$ cat src/rtl/bus_uart_tx_if.sv
// CPU-side bus bundle for the memory-mapped UART transmitter.
// The CPU (master) drives address, strobes and write data; the UART answers with read data and a drive enable.
interface bus_uart_tx_if;
  logic [15:0] addr;
  logic [7:0]  in_data;
  logic [7:0]  out_data;
  logic        out_en;
  logic        ce;
  logic        r;
  logic        w;
  logic        oe;

  modport master (
    output addr, in_data, ce, r, w, oe,
    input  out_data, out_en
  );

  modport slave (
    input  addr, in_data, ce, r, w, oe,
    output out_data, out_en
  );
endinterface

$ cat src/rtl/bus_uart_tx.sv
// Memory-mapped 8N1 UART transmitter: bus writes fill a TX FIFO, a frame FSM shifts bytes out LSB first.
// Registers: 0 TXDATA (W), 1 STATUS (R), 2 CTRL (RW, bit7 clears ovf), 3 reserved.
module bus_uart_tx #(
  parameter logic [15:0] BASE_ADDR    = 16'hFF00,
  parameter int          CLKS_PER_BIT = 16,
  parameter int          FIFO_DEPTH   = 8
) (
  input  logic           clk,
  input  logic           rst_n,
  bus_uart_tx_if.slave   bus,
  output logic           txd,
  output logic           irq
);

  localparam int PTR_W  = $clog2(FIFO_DEPTH);
  localparam int CNT_W  = PTR_W + 1;
  localparam int BAUD_W = $clog2(CLKS_PER_BIT);

  typedef enum logic [1:0] {S_IDLE, S_START, S_DATA, S_STOP} state_t;

  state_t             state_q, state_d;
  logic [BAUD_W-1:0]  baud_q, baud_d;
  logic [2:0]         bit_q, bit_d;
  logic [7:0]         shift_q, shift_d;
  logic [CNT_W-1:0]   wr_ptr_q, wr_ptr_d;
  logic [CNT_W-1:0]   rd_ptr_q, rd_ptr_d;
  logic               en_q, en_d;
  logic               ie_q, ie_d;
  logic               ovf_q, ovf_d;
  logic               rd_pend_q, rd_pend_d;
  logic [7:0]         out_data_q, out_data_d;

  logic [7:0]         mem [FIFO_DEPTH];

  logic               sel, wr_stb, rd_stb, push, push_ok, ctrl_wr;
  logic [1:0]         reg_idx;
  logic [CNT_W-1:0]   count;
  logic [4:0]         count_ext;
  logic [3:0]         count_sat;
  logic               empty, full, busy, pop, baud_done, start_frame;
  logic [7:0]         rd_data;

  // Bus decode; a simultaneous write strobe suppresses the read.
  assign sel     = bus.ce & (bus.addr[15:2] == BASE_ADDR[15:2]);
  assign reg_idx = bus.addr[1:0];
  assign wr_stb  = sel & bus.w;
  assign rd_stb  = sel & bus.r & ~bus.w;
  assign push    = wr_stb & (reg_idx == 2'd0);
  assign push_ok = push & ~full;
  assign ctrl_wr = wr_stb & (reg_idx == 2'd2);

  // Extra pointer bit distinguishes full from empty.
  assign count     = wr_ptr_q - rd_ptr_q;
  assign empty     = (count == '0);
  assign full      = (count == CNT_W'(FIFO_DEPTH));
  assign count_ext = 5'(count);
  assign count_sat = (count_ext > 5'd15) ? 4'hF : count_ext[3:0];

  assign baud_done   = (baud_q == BAUD_W'(CLKS_PER_BIT - 1));
  assign start_frame = en_q & ~empty;

  // FIFO storage, no reset needed: validity is tracked by the pointers.
  always_ff @(posedge clk) begin
    if (push_ok) begin
      mem[wr_ptr_q[PTR_W-1:0]] <= bus.in_data;
    end
  end

  // FSM state register
  always_ff @(posedge clk or negedge rst_n) begin
    if (!rst_n) begin
      state_q <= S_IDLE;
    end else begin
      state_q <= state_d;
    end
  end

  // FSM next state
  always_comb begin
    state_d = state_q;
    case (state_q)
      S_IDLE:  if (start_frame) state_d = S_START;
      S_START: if (baud_done) state_d = S_DATA;
      S_DATA:  if (baud_done && bit_q == 3'd7) state_d = S_STOP;
      S_STOP:  if (baud_done) state_d = start_frame ? S_START : S_IDLE;
      default: state_d = S_IDLE;
    endcase
  end

  // FSM outputs
  always_comb begin
    txd  = 1'b1;
    busy = (state_q != S_IDLE);
    pop  = 1'b0;
    case (state_q)
      S_IDLE:  pop = start_frame;
      S_START: txd = 1'b0;
      S_DATA:  txd = shift_q[0];
      S_STOP:  pop = baud_done & start_frame;
      default: txd = 1'b1;
    endcase
  end

  // Serializer datapath and FIFO pointers
  always_comb begin
    baud_d   = '0;
    bit_d    = '0;
    shift_d  = shift_q;
    wr_ptr_d = wr_ptr_q + CNT_W'(push_ok);
    rd_ptr_d = rd_ptr_q + CNT_W'(pop);
    if (state_q != S_IDLE && !baud_done) begin
      baud_d = baud_q + 1'b1;
    end
    if (state_q == S_DATA) begin
      bit_d = baud_done ? bit_q + 3'd1 : bit_q;
    end
    if (pop) begin
      baud_d  = '0;
      shift_d = mem[rd_ptr_q[PTR_W-1:0]];
    end else if (state_q == S_DATA && baud_done) begin
      shift_d = {1'b0, shift_q[7:1]};
    end
  end

  // Control/status registers and read path; reads see pre-edge state.
  always_comb begin
    en_d  = en_q;
    ie_d  = ie_q;
    ovf_d = ovf_q;
    if (ctrl_wr) begin
      en_d = bus.in_data[0];
      ie_d = bus.in_data[1];
      if (bus.in_data[7]) ovf_d = 1'b0;
    end
    if (push && full) ovf_d = 1'b1;

    case (reg_idx)
      2'd1:    rd_data = {count_sat, ovf_q, busy, empty, full};
      2'd2:    rd_data = {6'd0, ie_q, en_q};
      default: rd_data = 8'd0;
    endcase
    rd_pend_d  = rd_stb;
    out_data_d = rd_stb ? rd_data : out_data_q;
  end

  always_ff @(posedge clk or negedge rst_n) begin
    if (!rst_n) begin
      baud_q     <= '0;
      bit_q      <= '0;
      shift_q    <= '0;
      wr_ptr_q   <= '0;
      rd_ptr_q   <= '0;
      en_q       <= 1'b0;
      ie_q       <= 1'b0;
      ovf_q      <= 1'b0;
      rd_pend_q  <= 1'b0;
      out_data_q <= '0;
    end else begin
      baud_q     <= baud_d;
      bit_q      <= bit_d;
      shift_q    <= shift_d;
      wr_ptr_q   <= wr_ptr_d;
      rd_ptr_q   <= rd_ptr_d;
      en_q       <= en_d;
      ie_q       <= ie_d;
      ovf_q      <= ovf_d;
      rd_pend_q  <= rd_pend_d;
      out_data_q <= out_data_d;
    end
  end

  assign bus.out_data = out_data_q;
  assign bus.out_en   = rd_pend_q & bus.oe;
  assign irq          = empty & ie_q;

endmodule
$ cat src/flat_wrapper.sv
// flat-port wrapper written by rule: the top's interface ports become plain ports
module bus_uart_tx_flat 
#(
  parameter logic [15:0] BASE_ADDR    = 16'hFF00,
  parameter int          CLKS_PER_BIT = 16,
  parameter int          FIFO_DEPTH   = 8
)
  (clk, rst_n, txd, irq, bus_addr, bus_in_data, bus_ce, bus_r, bus_w, bus_oe, bus_out_data, bus_out_en);
  bus_uart_tx_if bus_i ();
  input  logic clk;
  input  logic rst_n;
  output logic txd;
  output logic irq;
  input wire logic [$bits(bus_i.addr)-1:0] bus_addr;
  input wire logic [$bits(bus_i.in_data)-1:0] bus_in_data;
  input wire logic [$bits(bus_i.ce)-1:0] bus_ce;
  input wire logic [$bits(bus_i.r)-1:0] bus_r;
  input wire logic [$bits(bus_i.w)-1:0] bus_w;
  input wire logic [$bits(bus_i.oe)-1:0] bus_oe;
  output wire logic [$bits(bus_i.out_data)-1:0] bus_out_data;
  output wire logic [$bits(bus_i.out_en)-1:0] bus_out_en;
  assign bus_i.addr = bus_addr;
  assign bus_i.in_data = bus_in_data;
  assign bus_i.ce = bus_ce;
  assign bus_i.r = bus_r;
  assign bus_i.w = bus_w;
  assign bus_i.oe = bus_oe;
  assign bus_out_data = bus_i.out_data;
  assign bus_out_en = bus_i.out_en;
  bus_uart_tx #(.BASE_ADDR(BASE_ADDR), .CLKS_PER_BIT(CLKS_PER_BIT), .FIFO_DEPTH(FIFO_DEPTH)) u_core (.clk(clk), .rst_n(rst_n), .bus(bus_i), .txd(txd), .irq(irq));
endmodule
$ cat config.mk
export PLATFORM = sky130hd
export DESIGN_NAME = bus_uart_tx_flat
export DESIGN_NICKNAME = d
export VERILOG_FILES = /design/src/rtl/bus_uart_tx_if.sv /design/src/rtl/bus_uart_tx.sv /design/src/flat_wrapper.sv
export SDC_FILE = /design/constraint.sdc
export NUM_CORES = 1
export LEC_CHECK = 0
export CAP_MARGIN = 10
export CELL_PAD_IN_SITES_DETAIL_PLACEMENT = 0
export CELL_PAD_IN_SITES_GLOBAL_PLACEMENT = 1
export CORE_MARGIN = 4
export CORE_UTILIZATION = 48
export CTS_CLUSTER_DIAMETER = 150
export DETAILED_ROUTE_END_ITERATION = 6
export PLACE_DENSITY = 0.86
export RECOVER_POWER = 50
export SYNTH_ARGS = -nofsm -noshare
export SYNTH_HDL_FRONTEND = slang
export SYNTH_SLANG_ARGS = --single-unit
$ cat constraint.sdc
create_clock -name clk -period 4.5 [get_ports clk]
set_clock_uncertainty 0.2 [all_clocks]
set_input_delay 0.45 -clock clk [delete_from_list [all_inputs] [get_ports clk]]
set_output_delay 0.45 -clock clk [all_outputs]
set_load 0.01 [all_outputs]
==> impl_metrics.json <==
{
  "outcome": "finished with violations",
  "violations": "capacitance limit, slew limit",
  "grt_max_degree": 38,
  "cts_buffer_depth": 2,
  "syn_area_um2": 4536,
  "grt_overflow_total": 0,
  "pwr-share-comb_pct": 3.0,
  "firstDrtPassIters": 4,
  "cts_resized": 0,
  "p_leak_nw": 2.078,
  "diodes": 0,
  "cp_slowest_stage_delay_ps": 530,
  "ctsHoldBuffers": 1,
  "tightest_slew_ps": 2026,
  "clk_pin_slew_ps": 110,
  "drc": 0,
  "cts_tree": "built",
  "cts-root-buf": "clkbuf_8",
  "synth_top_cell_area_share_pct": 42.37,
  "p_int_mw": 1.235,
  "start_util_pct": 49.09,
  "cts.htree.levels": 3,
  "syn-mean-instance-area_um2": 15.12,
  "grt_use_met2_pct": 24.36,
  "fin_tns_setup_ps": 0,
  "ioPinCount": 41,
  "synth_cell_types": 51,
  "yosys_most_used_dff": "edfxtp_1",
  "gr-usage-all-layers_pct": 16.87,
  "swShare_pct": 23.42,
  "die_y_um": 105.2,
  "final_cells": 490,
  "crit_chain": "inv_1 > ha_1 > inv_1 > fa_1 > xor2_1 > or3b_2 > a21oi_1 > and2_1 > clkdlybuf4s50_1",
  "vias_per_cell": 5.484,
  "grt_use_met3_pct": 4.015,
  "hp-class": "reg2reg",
  "yosys_register_bits": 101,
  "finalMaxSlewViolations": 38,
  "hpwlAfterDp_um": 6379,
  "area_delta_synth_final_pct": 18.10,
  "synth-edff-count": 64,
  "use_met1_pct": 25.85,
  "crit_arrival_ps": 3130,
  "power_density_nw_per_um2": 301.1,
  "final_nets": 404,
  "port_buffers": 40,
  "wl_um": 8809,
  "vias": 2687,
  "core_area_um2": 9240,
  "gp_congestion": 0.7760,
  "power_frac_clock_pct": 35.9,
  "fmax_mhz": 264.2,
  "fill_cells": 731,
  "path_class": "reg2out",
  "cp.required_ps": 3850,
  "yosys_warnings": 0,
  "cp-start-kind": "register",
  "min_period_ps": 3785,
  "dieArea_um2": 11070,
  "drive_gt1_share_pct": 14.68,
  "drt-initial-drc-count": 221,
  "cts_setup_buffers": 0,
  "hold_violations": 0,
  "switchingPower_mw": 0.3777,
  "grt_pass1_wl_um": 14310,
  "numCtsBuffers": 9,
  "rows": 35,
  "cap_violations": 1,
  "insertion_delay_ps": 370,
  "rsz0062_at_grt": "no",
  "maxSlewHeadroom_pct": -35.08,
  "drt.antenna.violating_nets": 0,
  "ys_seq_area_share_pct": 62.79,
  "synthArstFlopShare_pct": 36.63,
  "die_w_um": 105.2,
  "avgRoutedWirePerCell_um": 17.98,
  "synth_nets": 348,
  "grt_pass1_vias": 2621,
  "dpl.cell_count": 473,
  "cts_sinks": 101,
  "syn_inst": 300,
  "seq_power_share_pct": 61.2,
  "worst_path_most_repeated_cell": "inv_1",
  "yosysTopAreaCell": "edfxtp_1",
  "ys_top_cells_by_area": "edfxtp_1 (42%), dfrtp_1 (20%), mux4_2 (7.9%)",
  "busiest_layer": "met1",
  "multi_input_area_um2": 1593,
  "cp_max_fo": 6,
  "fin_crit_sh_pct": 84.11,
  "final-seq-area_um2": 2848,
  "vdd_drop_max_uv": 184.4,
  "setup-violations-final": 0,
  "antenna_found_initial": 0,
  "crit_path_end_kind": "output port",
  "cp_slowest_cell": "clkdlybuf4s50_1"
}
per-layer routing:
| metal | wire, um | vias to the layer above |
|---|---|---|
| li1 | - | 1277 |
| met4 | 85 | 0 |
| met3 | 492 | 9 |
| met2 | 4034 | 56 |
| met1 | 4196 | 1345 |
| met5 | 0 | - |
cell usage after synthesis, types with 2 or more instances:
cell type / n
mux4_2: 16
nand2_1: 12
xor2_1: 4
or4_4: 2
and2_1: 5
clkbuf_1: 5
edfxtp_1: 64
nand3_1: 12
buf_6: 2
mux2i_1: 24
inv_1: 11
nor2_1: 2
a41oi_1: 2
a21oi_1: 7
nor3b_1: 3
ha_1: 17
o31ai_1: 2
nand2b_1: 5
a21boi_0: 2
nor4_1: 9
nand3b_1: 2
mux2_2: 2
or2_2: 2
o21ai_0: 18
dfrtp_1: 37
a31oi_1: 2
nand4_1: 3
xnor2_1: 5
cell type report:
type	instances	area share, %
multi-input cells	178	29.74
inverters	12	0.8409
well taps	129	3.013
repair buffers	54	9.367
clock buffers	9	2.313
clock inverters	7	1.565
flip-flops and latches	101	53.17
logic make-up (layout without fill, tap and decap cells):
family	count (synthesis)	after routing	share of synthesized area (%)
and+or+nand+nor	66	66	8.607
muxes	42	42	13.74
DFF	101	101	62.79
buffers and inverters	21	82	2.096
AOI/OAI and AO/OA	43	43	5.904
xor gates and xnor gates	9	9	1.738
adders and majority gates	18	18	5.131
final timing paths:
path                                         start                  to  slack (ps)  cells after the start
worst max-delay path            u_core.wr_ptr_q[0]                 irq         720                      9
worst min-delay path              u_core.baud_q[0]    u_core.baud_q[0]         310                      1
worst max register to register  u_core.wr_ptr_q[0]  u_core.wr_ptr_q[2]        1300                     12
worst min register to register    u_core.baud_q[0]    u_core.baud_q[0]         310                      1
max in group asynchronous                    rst_n        u_core.ovf_q        1940                      2
min in group asynchronous                    rst_n    u_core.baud_q[0]         990                      2
cell usage in the layout, fill, tap and decap left out, types with 4 or more instances in the layout:
cell type / n
dlygate4sd3_1: 9
clkbuf_8: 9
and2_1: 5
o21ai_0: 18
mux2i_1: 24
nor4_1: 9
ha_1: 17
clkdlybuf4s50_1: 31
nand2b_1: 5
edfxtp_1: 64
inv_1: 11
nand3_1: 12
nand2_1: 12
a21oi_1: 7
dfrtp_1: 37
buf_4: 13
xor2_1: 4
mux4_2: 16
xnor2_1: 5
flip-flops by register name (all words and copies together), names as in the netlist:
name,flops
u_core.mem,64
u_core.en_q,1
u_core.baud_q,4
u_core.state_q,2
u_core.bit_q,3
u_core.bus.out_data,8
u_core.rd_ptr_q,4
u_core.shift_q,8
u_core.ie_q,1
u_core.ovf_q,1
u_core.wr_ptr_q,4
u_core.rd_pend_q,1
power by group through the flow:
stage,logic (mW),clock network (mW),registers (mW)
floorplan,0.00574,0,1.01
CTS,0.0506,0.594,0.987
detailed placement,0.0498,0,1.01
finish,0.0478,0.578,0.987
global route,0.0536,0.630,0.987
global placement,0.0483,0,1.01
per-stage QoR:
step	area, um^2	power, mW	util, %	hold slack (ps)	setup WS (ps)
floorplan	4536	1.013	-	-45.59	874.9
global placement	5140	1.055	55.63	281.7	1103
detailed placement	5140	1.057	55.63	295.8	1083
CTS	5358	1.632	57.98	312.4	693.0
global route	5356	1.671	57.97	355.9	554.6
finish	5356	1.613	57.97	306.8	715.0
critical path: cells and delay by family, from the launching register on:
family	cells	cell delay [ps]
AOI/OAI and AO/OA	1	180
xor gates and xnor gates	1	190
adders and majority gates	2	570
buffers and inverters	3	740
DFF	1	450
and+or+nand+nor	2	650
Power figures use the tool's default switching activity.
